==> config.mk <==
export PLATFORM = sky130hd
export DESIGN_NAME = l2_wb_cache_control
export DESIGN_NICKNAME = d
export VERILOG_FILES = /design/src/rtl/l2_d_cache_types.sv /design/src/rtl/l2_wb_cache_control.sv
export SDC_FILE = /design/constraint.sdc
export NUM_CORES = 1
export LEC_CHECK = 0
export ABC_AREA = 1
export CAP_MARGIN = 20
export CORE_MARGIN = 8
export CORE_UTILIZATION = 45
export DETAILED_ROUTE_END_ITERATION = 7
export PLACE_DENSITY = 0.82
export SETUP_SLACK_MARGIN = 0.3
export SLEW_MARGIN = 5
export SYNTH_ARGS = -nofsm -noshare
export SYNTH_HDL_FRONTEND = slang
export SYNTH_SLANG_ARGS = --single-unit
==> constraint.sdc <==
create_clock -name clk -period 3.35 [get_ports clk]
set_input_delay 0.5025 -clock clk [delete_from_list [all_inputs] [get_ports clk]]
set_output_delay 0.5025 -clock clk [all_outputs]
set_load 0.02 [all_outputs]
==> src/rtl/l2_d_cache_types.sv <==
// Selection enums shared by the L2 data-cache control unit and its datapath muxes.
// Latency: none (type definitions only).
// Backpressure: not applicable.
package l2_d_cache_types;

    typedef enum logic {
        CPU_DATA       = 1'b0,
        LOWER_MEM_DATA = 1'b1
    } d_write_data_selection;

    typedef enum logic {
        CPU_ENABLE = 1'b0,
        ALL_ENABLE = 1'b1
    } d_write_enable_selection;

    typedef enum logic {
        CPU_ADDRESS       = 1'b0,
        LOWER_MEM_ADDRESS = 1'b1
    } d_address_selection;

endpackage

==> src/rtl/l2_wb_cache_control.sv <==
// L2 data-cache controller with a WB_DEPTH-entry write-back buffer draining over a shared memory port.
// Latency: hit responds in the cycle after the request; a miss adds FETCH plus memory time, and EVICT adds 1 cycle.
// Backpressure: a miss stalls in CHK on a buffer address match or when the buffer is full; the memory port is held until pmem_resp_i.
//
// Ports: clk/rst (synchronous, active-high); CPU side mem_read/mem_write -> mem_resp;
// datapath side hit/dirty_out/evicting_way/wb_addr_match in, plus load/valid/dirty/load_lru
// and the data/enable/address selections out; buffer side wb_push, wb_wr_ptr, wb_rd_ptr,
// wb_count, write_back_busy; memory side pmem_read_t/pmem_write_t/hold_arbiter/pmem_resp_i.
// Build option L2_WB_READ_PRIORITY_EN: a pending miss read wins the port over buffer drains.
// Without it, the buffer drains to empty before a miss read is granted.
module l2_wb_cache_control
    import l2_d_cache_types::*;
#(
    parameter  int NUM_WAYS = 4,
    parameter  int WB_DEPTH = 2,
    localparam int WAY_W    = $clog2(NUM_WAYS),
    localparam int PTR_W    = (WB_DEPTH > 1) ? $clog2(WB_DEPTH) : 1,
    localparam int CNT_W    = $clog2(WB_DEPTH + 1)
) (
    input  logic                    clk,
    input  logic                    rst,
    input  logic                    mem_read,
    input  logic                    mem_write,
    input  logic                    hit,
    input  logic [NUM_WAYS-1:0]     dirty_out,
    input  logic [WAY_W-1:0]        evicting_way,
    input  logic                    wb_addr_match,
    input  logic                    pmem_resp_i,
    output logic                    mem_resp,
    output logic                    load,
    output logic                    valid,
    output logic                    dirty,
    output logic                    load_lru,
    output d_write_data_selection   write_data_selection_t,
    output d_write_enable_selection write_en_selection_t,
    output d_address_selection      d_address_selection_t,
    output logic                    wb_push,
    output logic [PTR_W-1:0]        wb_wr_ptr,
    output logic [PTR_W-1:0]        wb_rd_ptr,
    output logic [CNT_W-1:0]        wb_count,
    output logic                    write_back_busy,
    output logic                    pmem_read_t,
    output logic                    pmem_write_t,
    output logic                    hold_arbiter
);

    typedef enum logic [2:0] {S_IDLE, S_CHK_R, S_CHK_W, S_EVICT, S_FETCH} state_t;
    typedef enum logic [1:0] {OWN_NONE, OWN_RD, OWN_WR} owner_t;

    state_t state, state_next;
    owner_t owner, owner_next;
    logic   op_write;

    logic victim_dirty, wb_full, read_req, write_req, rd_done, wr_done;

    assign victim_dirty    = dirty_out[evicting_way];
    assign wb_full         = (wb_count == CNT_W'(WB_DEPTH));
    assign read_req        = (state == S_FETCH);
    assign write_req       = (wb_count != '0);
    // A response only means something to whoever owns the port; strays are dropped.
    assign rd_done         = (owner == OWN_RD) && pmem_resp_i;
    assign wr_done         = (owner == OWN_WR) && pmem_resp_i;
    assign write_back_busy = (wb_count != '0);

    function automatic logic [PTR_W-1:0] ptr_inc(input logic [PTR_W-1:0] p);
        return (p == PTR_W'(WB_DEPTH - 1)) ? '0 : p + 1'b1;
    endfunction

    // State, op and port-owner registers
    always_ff @(posedge clk) begin
        if (rst) begin
            state    <= S_IDLE;
            owner    <= OWN_NONE;
            op_write <= 1'b0;
        end else begin
            state <= state_next;
            owner <= owner_next;
            if (state == S_IDLE && (mem_read || mem_write))
                op_write <= !mem_read;
        end
    end

    // Buffer bookkeeping: a push and a pop in the same cycle leave the count unchanged.
    always_ff @(posedge clk) begin
        if (rst) begin
            wb_wr_ptr <= '0;
            wb_rd_ptr <= '0;
            wb_count  <= '0;
        end else begin
            if (wb_push) wb_wr_ptr <= ptr_inc(wb_wr_ptr);
            if (wr_done) wb_rd_ptr <= ptr_inc(wb_rd_ptr);
            case ({wb_push, wr_done})
                2'b10:   wb_count <= wb_count + 1'b1;
                2'b01:   wb_count <= wb_count - 1'b1;
                default: wb_count <= wb_count;
            endcase
        end
    end

    // Next state
    always_comb begin
        state_next = state;
        case (state)
            S_IDLE: begin
                if (mem_read)       state_next = S_CHK_R;
                else if (mem_write) state_next = S_CHK_W;
            end
            S_CHK_R, S_CHK_W: begin
                // An address match must wait for the older copy to reach memory first.
                if (hit)                          state_next = S_IDLE;
                else if (wb_addr_match)           state_next = state;
                else if (victim_dirty && wb_full) state_next = state;
                else if (victim_dirty)            state_next = S_EVICT;
                else                              state_next = S_FETCH;
            end
            S_EVICT: state_next = S_FETCH;
            S_FETCH: begin
                if (rd_done) state_next = op_write ? S_CHK_W : S_CHK_R;
            end
            default: state_next = S_IDLE;
        endcase
    end

    // Port arbitration: a grant is only taken from NONE and held until the response.
    always_comb begin
        owner_next = owner;
        case (owner)
            OWN_NONE: begin
`ifdef L2_WB_READ_PRIORITY_EN
                if (read_req)       owner_next = OWN_RD;
                else if (write_req) owner_next = OWN_WR;
`else
                if (write_req)      owner_next = OWN_WR;
                else if (read_req)  owner_next = OWN_RD;
`endif
            end
            OWN_RD, OWN_WR: begin
                if (pmem_resp_i) owner_next = OWN_NONE;
            end
            default: owner_next = OWN_NONE;
        endcase
    end

    // Outputs
    always_comb begin
        mem_resp               = 1'b0;
        load                   = 1'b0;
        valid                  = 1'b0;
        dirty                  = 1'b0;
        load_lru               = 1'b0;
        wb_push                = 1'b0;
        write_data_selection_t = CPU_DATA;
        write_en_selection_t   = CPU_ENABLE;
        d_address_selection_t  = CPU_ADDRESS;
        pmem_read_t            = 1'b0;
        pmem_write_t           = 1'b0;
        hold_arbiter           = 1'b0;
        case (state)
            S_CHK_R: begin
                if (hit) begin
                    mem_resp = 1'b1;
                    load_lru = 1'b1;
                end
            end
            S_CHK_W: begin
                if (hit) begin
                    mem_resp = 1'b1;
                    load_lru = 1'b1;
                    load     = 1'b1;
                    valid    = 1'b1;
                    dirty    = 1'b1;
                end
            end
            S_EVICT: wb_push = 1'b1;
            S_FETCH: begin
                if (rd_done) begin
                    load                   = 1'b1;
                    valid                  = 1'b1;
                    write_data_selection_t = LOWER_MEM_DATA;
                    write_en_selection_t   = ALL_ENABLE;
                end
            end
            default: ;
        endcase
        case (owner)
            OWN_RD: pmem_read_t = 1'b1;
            OWN_WR: begin
                pmem_write_t          = 1'b1;
                hold_arbiter          = 1'b1;
                d_address_selection_t = LOWER_MEM_ADDRESS;
            end
            default: ;
        endcase
    end

endmodule

After elaboration in Yosys (flattened, before gate mapping). Cells that the tools add are included.

Flip-flop bits (word level): 10. Output and inout port bits: 17. Word-level logic and storage cells: 67. Input port bits: 13.

$lt $le $gt $ge: 1. Reductions and logical operators: 14. Add/sub/neg operators: 4. Mux-type cells: 27. Eq/ne operators: 15.

Operator list (count): 2-to-1 mux 3 bit (7); inequality test 3 bit, second input constant (4); one-hot mux 3 bit (4 select lines) (1); 2-to-1 mux 1 bit (11); 2-to-1 mux 2 bit (4); one-hot mux 2 bit (2 select lines) (2); == test 2 bit, second input constant (3); == test 3 x 2 -> 1 bit, second input constant (2); == test 2 x 1 -> 1 bit, second input constant (2); logical AND 1 bit (4); AND reduction 4 bit (1); nonzero test 2 bit (2); OR reduction 2 bit (2); == test 3 x 1 -> 1 bit, second input constant (1); == test 3 bit, second input constant (1); zero test 3 bit (1); less-than comparator 2 x 3 -> 1 bit, second input constant (1); adder 1 bit, second input constant (2); adder 2 x 1 -> 2 bit, second input constant (1); binary-select mux 1 bit (select 2 bit) (1); zero test 2 bit (1); inequality test 2 x 1 -> 1 bit, second input constant (1); inequality test 2 bit, second input constant (1); one-hot mux 1 bit (2 select lines) (1); 4 further kinds (4).

Depth between registers and ports, before layout. Gate-level depths: netlist of the first run.

Depth in word-level cells: 7. Gate-level depth with buffers: 10. Gate-level depth less buffers: 10.

Least setup slack after synthesis of the first run. OpenSTA, ideal clock, no wires.

Path kind: reg-to-output. Start: reg owner[1]. End: out valid. Setup slack: 1.454 ns. Required time: 2.847 ns. Data arrival time: 1.393 ns. Stages on the path, launching flop included: 6. Buffers on the path: 1. Path through: dfxtp_1 > inv_1 > ha_1 > nand2_1 > o22ai_1 > buf_4.

Longest elaborated chain between the ends: 4.

Ends and longest elaborated chain: start: declaration (line l2_wb_cache_control.sv:51) `owner_t owner, owner_next;`; start signal: assignment (line l2_wb_cache_control.sv:77) `owner <= owner_next;`; == test 2 x 1 -> 1 bit (line l2_wb_cache_control.sv:61) `assign rd_done = (owner == OWN_RD) && pmem_resp_i;`; logical AND 1 bit (line l2_wb_cache_control.sv:61); 2-to-1 mux 1 bit; one-hot mux 1 bit (2 select lines); end: declaration (line l2_wb_cache_control.sv:31) `output logic valid,`.

No other way between the ends.

Worst setup path after layout of the first run.
Start: in hit. End: out load_lru.

Longest elaborated chain between the ends: 2.

Ends and longest elaborated chain: start: declaration (line l2_wb_cache_control.sv:24) `input logic hit,`; 2-to-1 mux 1 bit (line l2_wb_cache_control.sv:160, l2_wb_cache_control.sv:166); 2-to-1 mux 1 bit; end: declaration (line l2_wb_cache_control.sv:33) `output logic load_lru,`.

No other way between the ends.

==> results of run 1 <==
[worst paths after layout]
check / slack, ns / depth (start not counted) / to / from
setup / recovery: 0.85 / 4 / load_lru / hit
setup reg to reg: 1.63 / 9 / wb_count[1] / owner[0]
hold reg to reg: 0.46 / 1 / wb_wr_ptr / wb_wr_ptr
hold / removal: 0.46 / 1 / wb_wr_ptr / wb_wr_ptr
[sequential cells by signal, indices dropped and copies added (netlist names)]
name       count
owner          2
state          3
wb_wr_ptr      1
wb_count       2
wb_rd_ptr      1
op_write       1
[report_power, final]
group	total (uW)	internal [uW]	switching, uW
registers	190	155	34.7
logic	470	195	275
clock network	81.0	41.5	39.5
[cell type report]
class	instances	area share
Multi-Input combinational cell	88	0.414
Timing Repair Buffer	29	0.280
Sequential cell	10	0.193
Inverter	20	0.0724
Clock buffer	3	0.0217
Tap cell	16	0.0193
[metrics by stage]
| step | hold slack, ns | instance area, sq um | power (uW) |
|---|---|---|---|
| floorplan | 0.441 | 742 | 518 |
| global placement | 0.435 | 1010 | 652 |
| detailed placement | 0.457 | 1010 | 664 |
| CTS | 0.471 | 1040 | 747 |
| global route | 0.508 | 1040 | 812 |
| finish | 0.464 | 1040 | 741 |
[metal layers]
| metal | up-vias | GRT usage | wire, um |
|---|---|---|---|
| met2 | 23 | 0.215 | 943 |
| met1 | 371 | 0.119 | 775 |
| li1 | 436 | - | - |
| met5 | - | 0 | 0 |
| met4 | 0 | 0.0515 | 24 |
| met3 | 4 | 0.0494 | 163 |
[cell families after synthesis]
family / count (synthesis) / share of synthesized area
AND/OR/NAND/NOR: 69 / 0.393
buffers and inverters: 25 / 0.152
flip-flops: 10 / 0.270
adder cells (fa/ha/maj): 4 / 0.0675
AO/OA/AOI/OAI: 13 / 0.0944
XOR/XNOR: 2 / 0.0236
[cells in the final DEF, fill, tap and decap left out, drive strengths merged]
master,count
clkdlybuf4s50,29
ha,4
or2,1
nand3,10
nand4,1
clkbuf,3
nor2,20
a21oi,7
nand2,35
o21ai,5
xor2,2
nor3,2
o22ai,1
inv,20
dfxtp,10
[Yosys cell counts]
master,instances
a21oi_1,7
buf_4,5
dfxtp_1,10
ha_1,4
inv_1,17
inv_2,3
nand2_1,35
nand3_1,10
nand4_1,1
nor2_1,17
nor2_2,3
nor3_1,1
nor3_2,1
o21ai_0,3
o21ai_1,1
o21ai_2,1
o22ai_1,1
or2_1,1
xor2_1,2
[critical path, cell delays in order]
cell	delay, ns
clkdlybuf4s50_1	0.50
inv_1	0.09
nor3_1	0.26
clkdlybuf4s50_1	0.66
==> key figures, run 1 <==
Status
  • Status: finished clean

Synth
  • Register area share after synthesis: 0.270
  • Top cells by area, synth: dfxtp_1 27%, nand2_1 18%, inv_1 8.6%, nor2_1 8.6%, ha_1 6.7%
  • Netlist cell types: 19
  • Warnings from Yosys: 0
  • Synthesized area: 742 sq um
  • Number of synthesized register bits: 10
  • Mapped Cells: 123
  • Post-synth top area cell: dfxtp_1
  • Yosys top cell area share: 0.270
  • Syn Nets: 140
  • Post-Syn Area per Cell: 6.03 sq um

Global routing
  • Total track usage: 0.121
  • Initial antenna violation count: 0
  • Grt total ovfl: 0
  • First-pass GRT wire length: 3.28 mm
  • Vias in the first global route: 801
  • Largest net degree at the start of global routing: 7

Cells and area
  • Fraction of layout cells with a size suffix above 1: 0.0733
  • Synth-to-Final Area Change: 39.8%
  • Filler instances: 140
  • Register area: 200 sq um
  • Final Non-Filler Cells: 166
  • Final net count: 169
  • Utilization after layout: 0.681
  • Diode count: 0
  • Footprint of the multi-input gates: 429 sq um

Placed design
  • PortBufs: 29
  • Detail Placement HPWL: 1.62 mm
  • Pre-CTS setup slack: 0.855 ns
  • GPL Wtd Cong: 0.818
  • Cell count after placement: 163

CTS
  • Clk Latency, worst-skew pair: 0.26 ns
  • # hold bufs at CTS: 0
  • # Post-CTS Setup Buffers: 0
  • CTS root buffer: clkbuf_4
  • Max clock buf depth: 2
  • Clock net sink count: 10
  • H-tree Lvls: 1
  • CTS tree: built
  • Clock transition at path regs: 0.06 ns
  • Clock buffer count from CTS: 3
  • Post_cts resized: 0

Routing
  • Residual DRC: 0
  • WL/cell: 11.5 um
  • ANT nets after route: 0
  • DR iter-0 viols: 18
  • Via density: 5.02
  • Pre-antenna DRT Iters: 4
  • Final wirelength: 1.91 mm
  • Vias: 834

Timing
  • Final Critical Period: 2.50 ns
  • Worst setup margin: 0.845 ns
  • Max-slew violations: 0
  • Relative slew slack: 0.798
  • Setup Skew: 0.00230 ns
  • Final setup fails: 0
  • Tcrit/Tclk final: 0.748
  • Unrepaired setup endpoints after global routing: no
  • Final hold violations: 0
  • Fmax: 399 MHz
  • Worst-margin pin slew: 0.302 ns
  • Setup_tns: 0 ns

Power and ir drop
  • Pwr Density: 714 nW/um^2
  • Leak: 0.000494 uW
  • Peak VDD IR: 385 uV

Die
  • Die Wd: 56.6 um
  • Site Rows: 14
  • Ports: 30
  • Full die area: 3200 sq um
  • Core Region: 1520 sq um
  • Initial core utilization: 0.487
  • Die Ht: 56.6 um

Critical path
  • Crit start category: input pin
  • Worst Path Arrival: 2.00 ns
  • Worst Setup End Kind: output port
  • WP data required: 2.85 ns
  • Worst setup path class: input pin to output port
  • Crit-path max FO: 4

Job
  • # Max-Cap Violations: 0

Hold path
  • Hold Crit Class: flop to flop
Power figures use the tool's default switching activity.
==> run 2, diff against run 1 <==
--- a/config.mk
+++ b/config.mk
@@ -8,9 +8,9 @@
 export ABC_AREA = 1
 export CAP_MARGIN = 20
 export CORE_MARGIN = 8
-export CORE_UTILIZATION = 45
+export CORE_UTILIZATION = 38
 export DETAILED_ROUTE_END_ITERATION = 7
-export PLACE_DENSITY = 0.82
+export PLACE_DENSITY = 0.74
 export SETUP_SLACK_MARGIN = 0.3
 export SLEW_MARGIN = 5
 export SYNTH_ARGS = -nofsm -noshare
==> constraint.sdc (replaced) <==
create_clock -name clk -period 2.3 [get_ports clk]
set_input_delay 0.345 -clock clk [delete_from_list [all_inputs] [get_ports clk]]
set_output_delay 0.345 -clock clk [all_outputs]
set_load 0.02 [all_outputs]
==> key figures, run 2 (synthesis gave the netlist of run 1 again) <==
Status
  • Status: finished clean

Critical path
  • Reg2reg start: owner[0]
  • WP buf/inv: 3
  • Crit-path max FO: 4
  • Top Family by Delay on Critical Path: buffers and inverters
  • WP data required: 1.96 ns
  • Flop-to-flop setup slack: 0.63 ns
  • Slowest stage cell on the critical path: clkdlybuf4s50_1
  • Crit-path cells: clkdlybuf4s50_1 > inv_1 > nor3_1 > dlygate4sd2_1
  • Critical Path Max Stage Delay: 0.51 ns
  • Worst Path Arrival: 1.54 ns
  • Worst setup path class: input pin to output port
  • Crit start category: input pin
  • Worst Setup End Kind: output port
  • R2R cell count: 9
  • Reg2reg end: wb_count[1]
  • Crit path depth: 4

Timing
  • Final Critical Period: 1.89 ns
  • Worst-margin pin slew: 0.230 ns
  • Setup_tns: 0 ns
  • Minimum hold slack: 0.457 ns
  • Setup Skew: 0.000198 ns
  • Unrepaired setup endpoints after global routing: no
  • Fmax: 530 MHz
  • Final setup fails: 0
  • Tcrit/Tclk final: 0.820
  • Relative slew slack: 0.846
  • Max-slew violations: 0
  • Final hold violations: 0

Routing
  • Pre-antenna DRT Iters: 6
  • Vias: 817
  • WL/cell: 10.3 um
  • Via density: 4.59
  • ANT nets after route: 0
  • Residual DRC: 0
  • DR iter-0 viols: 18
  • Final wirelength: 1.83 mm

Hold path
  • Hold Crit Class: flop to flop
  • Worst Hold Endpoint: wb_wr_ptr
  • Hold Startpoint: wb_wr_ptr
  • Hold path depth: 1

Cells and area
  • Most frequent cells in the layout: 35 x nand2_1, 21 x clkdlybuf4s50_1, 17 x inv_1, 16 x nor2_1
  • Synth-to-Final Area Change: 42.5%
  • Commonest non-fill, non-tap cell in the layout: nand2_1
  • Final net count: 169
  • Fraction of layout cells with a size suffix above 1: 0.0861
  • Leading registers by flop count: state: 3 flops, owner: 2 flops, wb_count: 2 flops
  • Max FFs per register: 3
  • Final Non-Filler Cells: 178
  • Filler instances: 186
  • Diode count: 0
  • Post-route cell area: 1060 sq um
  • Biggest register: state

Global routing
  • Initial antenna violation count: 0
  • Largest net degree at the start of global routing: 7
  • First-pass GRT wire length: 3.03 mm
  • Total track usage: 0.107
  • Vias in the first global route: 759
  • Grt total ovfl: 0

CTS
  • Max clock buf depth: 2
  • CTS root buffer: clkbuf_4
  • Clock buffer count from CTS: 3
  • # hold bufs at CTS: 0
  • Clock net sink count: 10
  • # Post-CTS Setup Buffers: 0
  • Clock transition at path regs: 0.07 ns
  • CTS tree: built
  • H-tree Lvls: 1
  • Clk Latency, worst-skew pair: 0.26 ns

Placed design
  • Detail Placement HPWL: 1.58 mm
  • Placed cell area: 1030 sq um
  • GPL Wtd Cong: 0.826
  • PortBufs: 29
  • Cell count after placement: 174

Die
  • Ports: 30
  • Core Region: 1900 sq um
  • Site Rows: 16
  • Die Ht: 60.2 um
  • Full die area: 3620 sq um
  • Initial core utilization: 0.390
  • Die Wd: 60.2 um

Power and ir drop
  • Total power: 1090 uW
  • Sw Share: 0.466
  • Sw power: 509 uW
  • Leak: 0.000536 uW
  • Clock share of power: 0.145
  • Pwr Density: 1030 nW/um^2
  • Sequential share of power: 0.253
  • Internal power: 583 uW
  • Combinational share of power: 0.602
  • Peak VDD IR: 468 uV

Job
  • # Max-Cap Violations: 0
## run 2: cell types whose count changed in the layout (fill, tap and decap cells not counted)
cell             before  now
nor2_1               17   16
nor2_2                3    4
clkbuf_8              0    1
clkdlybuf4s50_1      29   21
dlygate4sd2_1         0    8
## run 2: power by group through the flow
| stage | registers, uW | logic (uW) | clock network (uW) |
|---|---|---|---|
| floorplan | 286 | 469 | 0 |
| global placement | 278 | 673 | 0 |
| detailed placement | 281 | 680 | 0 |
| CTS | 277 | 657 | 164 |
| global route | 284 | 748 | 174 |
| finish | 276 | 657 | 158 |
## run 2: timing repair
action	4_1_cts	5_1_grt
pin swaps	0	0
gates resized for setup	8	1
endpoints found under the setup margin	8	4
## run 2: metrics by stage
stage                     utilization  worst slack (ns)
after CTS                       0.555             0.352
final                           0.556             0.415
after global placement          0.541             0.176
after detailed placement        0.541             0.122
after global routing            0.556             0.345
after floorplan                     -             0.562
## run 2: how the worst max path moves through the flow
stage / slack [ns] / from / end
5_1_grt: 0.34 / state[0] / load
4_1_cts: 0.35 / state[0] / load
3_3_place_gp: 0.18 / hit / load_lru
6_report: 0.41 / hit / mem_resp
2_1_floorplan: 0.56 / owner[1] / valid
3_5_place_dp: 0.12 / hit / mem_resp
## run 2: final cells by class
type | instances | area (sq um) | area share
timing repair buffer | 29 | 280 | 0.265
multi-input combinational | 88 | 432 | 0.408
clock buffer | 4 | 36.3 | 0.0343
sequential | 10 | 200 | 0.189
tap | 27 | 33.8 | 0.0320
inverter | 20 | 75.1 | 0.0710
## run 2: metal layers
metal,vias to the layer above,global-route usage,part of all wire
li1,441,-,-
met3,2,0.0344,0.056
met4,0,0.0408,0.014
met1,357,0.114,0.44
met5,-,0,0
met2,17,0.189,0.49
## run 2: worst reg2reg max path: stages (launching register included)
cell and delay, ns:
dfxtp_1 0.34, inv_1 0.08, ha_1 0.24, nand2_1 0.13, inv_1 0.06, ha_1 0.29
a21oi_1 0.12, o21ai_0 0.11, o21ai_0 0.16, a21oi_1 0.05
==> run 3, diff against run 2 <==
--- a/config.mk
+++ b/config.mk
@@ -8,9 +8,9 @@
 export ABC_AREA = 1
 export CAP_MARGIN = 20
 export CORE_MARGIN = 8
-export CORE_UTILIZATION = 38
+export CORE_UTILIZATION = 42
 export DETAILED_ROUTE_END_ITERATION = 7
-export PLACE_DENSITY = 0.74
+export PLACE_DENSITY = 0.77
 export SETUP_SLACK_MARGIN = 0.3
 export SLEW_MARGIN = 5
 export SYNTH_ARGS = -nofsm -noshare
==> constraint.sdc (replaced) <==
create_clock -name clk -period 1.9 [get_ports clk]
set_input_delay 0.285 -clock clk [delete_from_list [all_inputs] [get_ports clk]]
set_output_delay 0.285 -clock clk [all_outputs]
set_load 0.02 [all_outputs]
==> key figures, run 3 (synthesis gave the netlist of run 1 again) <==
Critical path
  • R2R cell count: 9
  • Crit start category: flop
  • Crit-path max FO: 3
  • Slowest stage cell on the critical path: dfxtp_2
  • Crit-path cells: inv_1 > ha_1 > nand2_2 > o22ai_2 > buf_4
  • WP data required: 1.62 ns
  • Worst Setup End Kind: output port
  • Worst Path Arrival: 1.25 ns
  • Worst setup path class: flop to output port
  • Critical Path Max Stage Delay: 0.37 ns

Cells and area
  • Utilization after layout: 0.661
  • Leading registers by flop count: state: 3 flops, owner: 2 flops, wb_count: 2 flops
  • Diode count: 0
  • Biggest register: state
  • Synth-to-Final Area Change: 50.4%
  • Final net count: 174
  • Commonest non-fill, non-tap cell in the layout: nand2_1
  • Fraction of layout cells with a size suffix above 1: 0.256
  • Filler instances: 157
  • Most frequent cells in the layout: 32 x nand2_1, 16 x inv_1, 15 x nor2_1, 15 x clkdlybuf4s50_1, 11 x buf_4
  • Max FFs per register: 3

Timing
  • Worst-margin pin slew: 0.242 ns
  • Final setup fails: 0
  • Fmax: 651 MHz
  • Relative slew slack: 0.838
  • Minimum hold slack: 0.464 ns
  • Final hold violations: 0
  • Max-slew violations: 0
  • Setup Skew: 0.00747 ns
  • Setup_tns: 0 ns
  • Unrepaired setup endpoints after global routing: yes
  • Tcrit/Tclk final: 0.809
  • Final Critical Period: 1.54 ns

Die
  • Die Wd: 58.0 um
  • Initial core utilization: 0.439
  • Ports: 30
  • Full die area: 3370 sq um
  • Site Rows: 15
  • Die Ht: 58.0 um
  • Core Region: 1690 sq um

CTS
  • CTS tree: built
  • Clock transition at path regs: 0.07 ns
  • H-tree Lvls: 1
  • # hold bufs at CTS: 0
  • Clock net sink count: 10
  • CTS root buffer: clkbuf_4
  • Clock buffer count from CTS: 3
  • Clk Latency, worst-skew pair: 0.26 ns
  • Max clock buf depth: 2

Placed design
  • Detail Placement HPWL: 1.53 mm
  • GPL Wtd Cong: 0.820
  • PortBufs: 29

Global routing
  • Vias in the first global route: 766
  • Largest net degree at the start of global routing: 7
  • First-pass GRT wire length: 3.22 mm
  • Total track usage: 0.119
  • Initial antenna violation count: 0
  • Grt total ovfl: 0

Power and ir drop
  • Peak VDD IR: 631 uV
  • Pwr Density: 1240 nW/um^2
  • Total power: 1380 uW
  • Leak: 0.000574 uW

Routing
  • Vias: 829
  • Residual DRC: 0
  • WL/cell: 10.9 um
  • ANT nets after route: 0
  • Via density: 4.79
  • Final wirelength: 1.88 mm
  • DR iter-0 viols: 12
  • Pre-antenna DRT Iters: 4

Hold path
  • Hold path depth: 1
  • Hold Crit Class: flop to flop

Job
  • # Max-Cap Violations: 0

Status
  • Status: finished clean
run 3: cell count changes in the layout (fill, tap and decap cells not counted), moves of 2 or more:
cell,delta
dfxtp_2,+6
o21ai_1,+2
nand2_1,-3
dlygate4sd2_1,-2
o21ai_0,-2
nand2_2,+3
clkdlybuf4s50_1,-6
dfxtp_1,-6
buf_4,+11
run 3: routing by layer:
metal / vias up / global-route usage / share of wire
met5: - / 0 / 0
met4: 0 / 0.0629 / 0.0074
met3: 2 / 0.0331 / 0.074
met2: 21 / 0.199 / 0.50
met1: 359 / 0.133 / 0.42
li1: 447 / - / -
run 3: worst paths after layout:
kind | start | to | slack, ns
setup / recovery | owner[1] | load | 0.36
hold / removal | wb_wr_ptr | wb_wr_ptr | 0.46
setup reg to reg | owner[0] | wb_count[1] | 0.43
hold reg to reg | wb_wr_ptr | wb_wr_ptr | 0.46
run 3: per-stage QoR:
stage                     instance area [sq um]  setup slack, ns  cells
after global routing                       1120            0.280    173
after floorplan                             756            0.282    123
after global placement                     1070          -0.0906    169
after CTS                                  1070            0.151    173
final                                      1120            0.364    173
after detailed placement                   1070           -0.141    169
run 3: power breakdown:
group / leakage (uW) / total [uW] / internal (uW) / switching (uW)
Combinational: 0.000469 / 841 / 330 / 511
Clock: 0.0000210 / 190 / 116 / 73.7
Sequential: 0.0000840 / 354 / 284 / 69.8
run 3: cell type report:
class | instances | area, sq um | share of cell area
Multi-Input combinational cell | 88 | 475 | 0.426
Timing Repair Buffer | 34 | 300 | 0.269
Sequential cell | 10 | 208 | 0.186
Inverter | 20 | 75.1 | 0.0673
Clock buffer | 4 | 36.3 | 0.0325
Tap cell | 17 | 21.3 | 0.0191
run 3: critical path, delay by kind of cell, from the launching register on:
kind / cells / cell delay [ns]
compound gates: 1 / 0.09
fa+ha+maj: 1 / 0.20
flops: 1 / 0.37
simple gates: 1 / 0.10
buf+inv: 2 / 0.23
run 3: what timing repair did:
| item | in CTS | in global routing |
|---|---|---|
| pin swaps | 0 | 1 |
| setup endpoints to repair | 15 | 15 |
| buffers inserted | 0 | 0 |
| resized for setup | 34 | 26 |
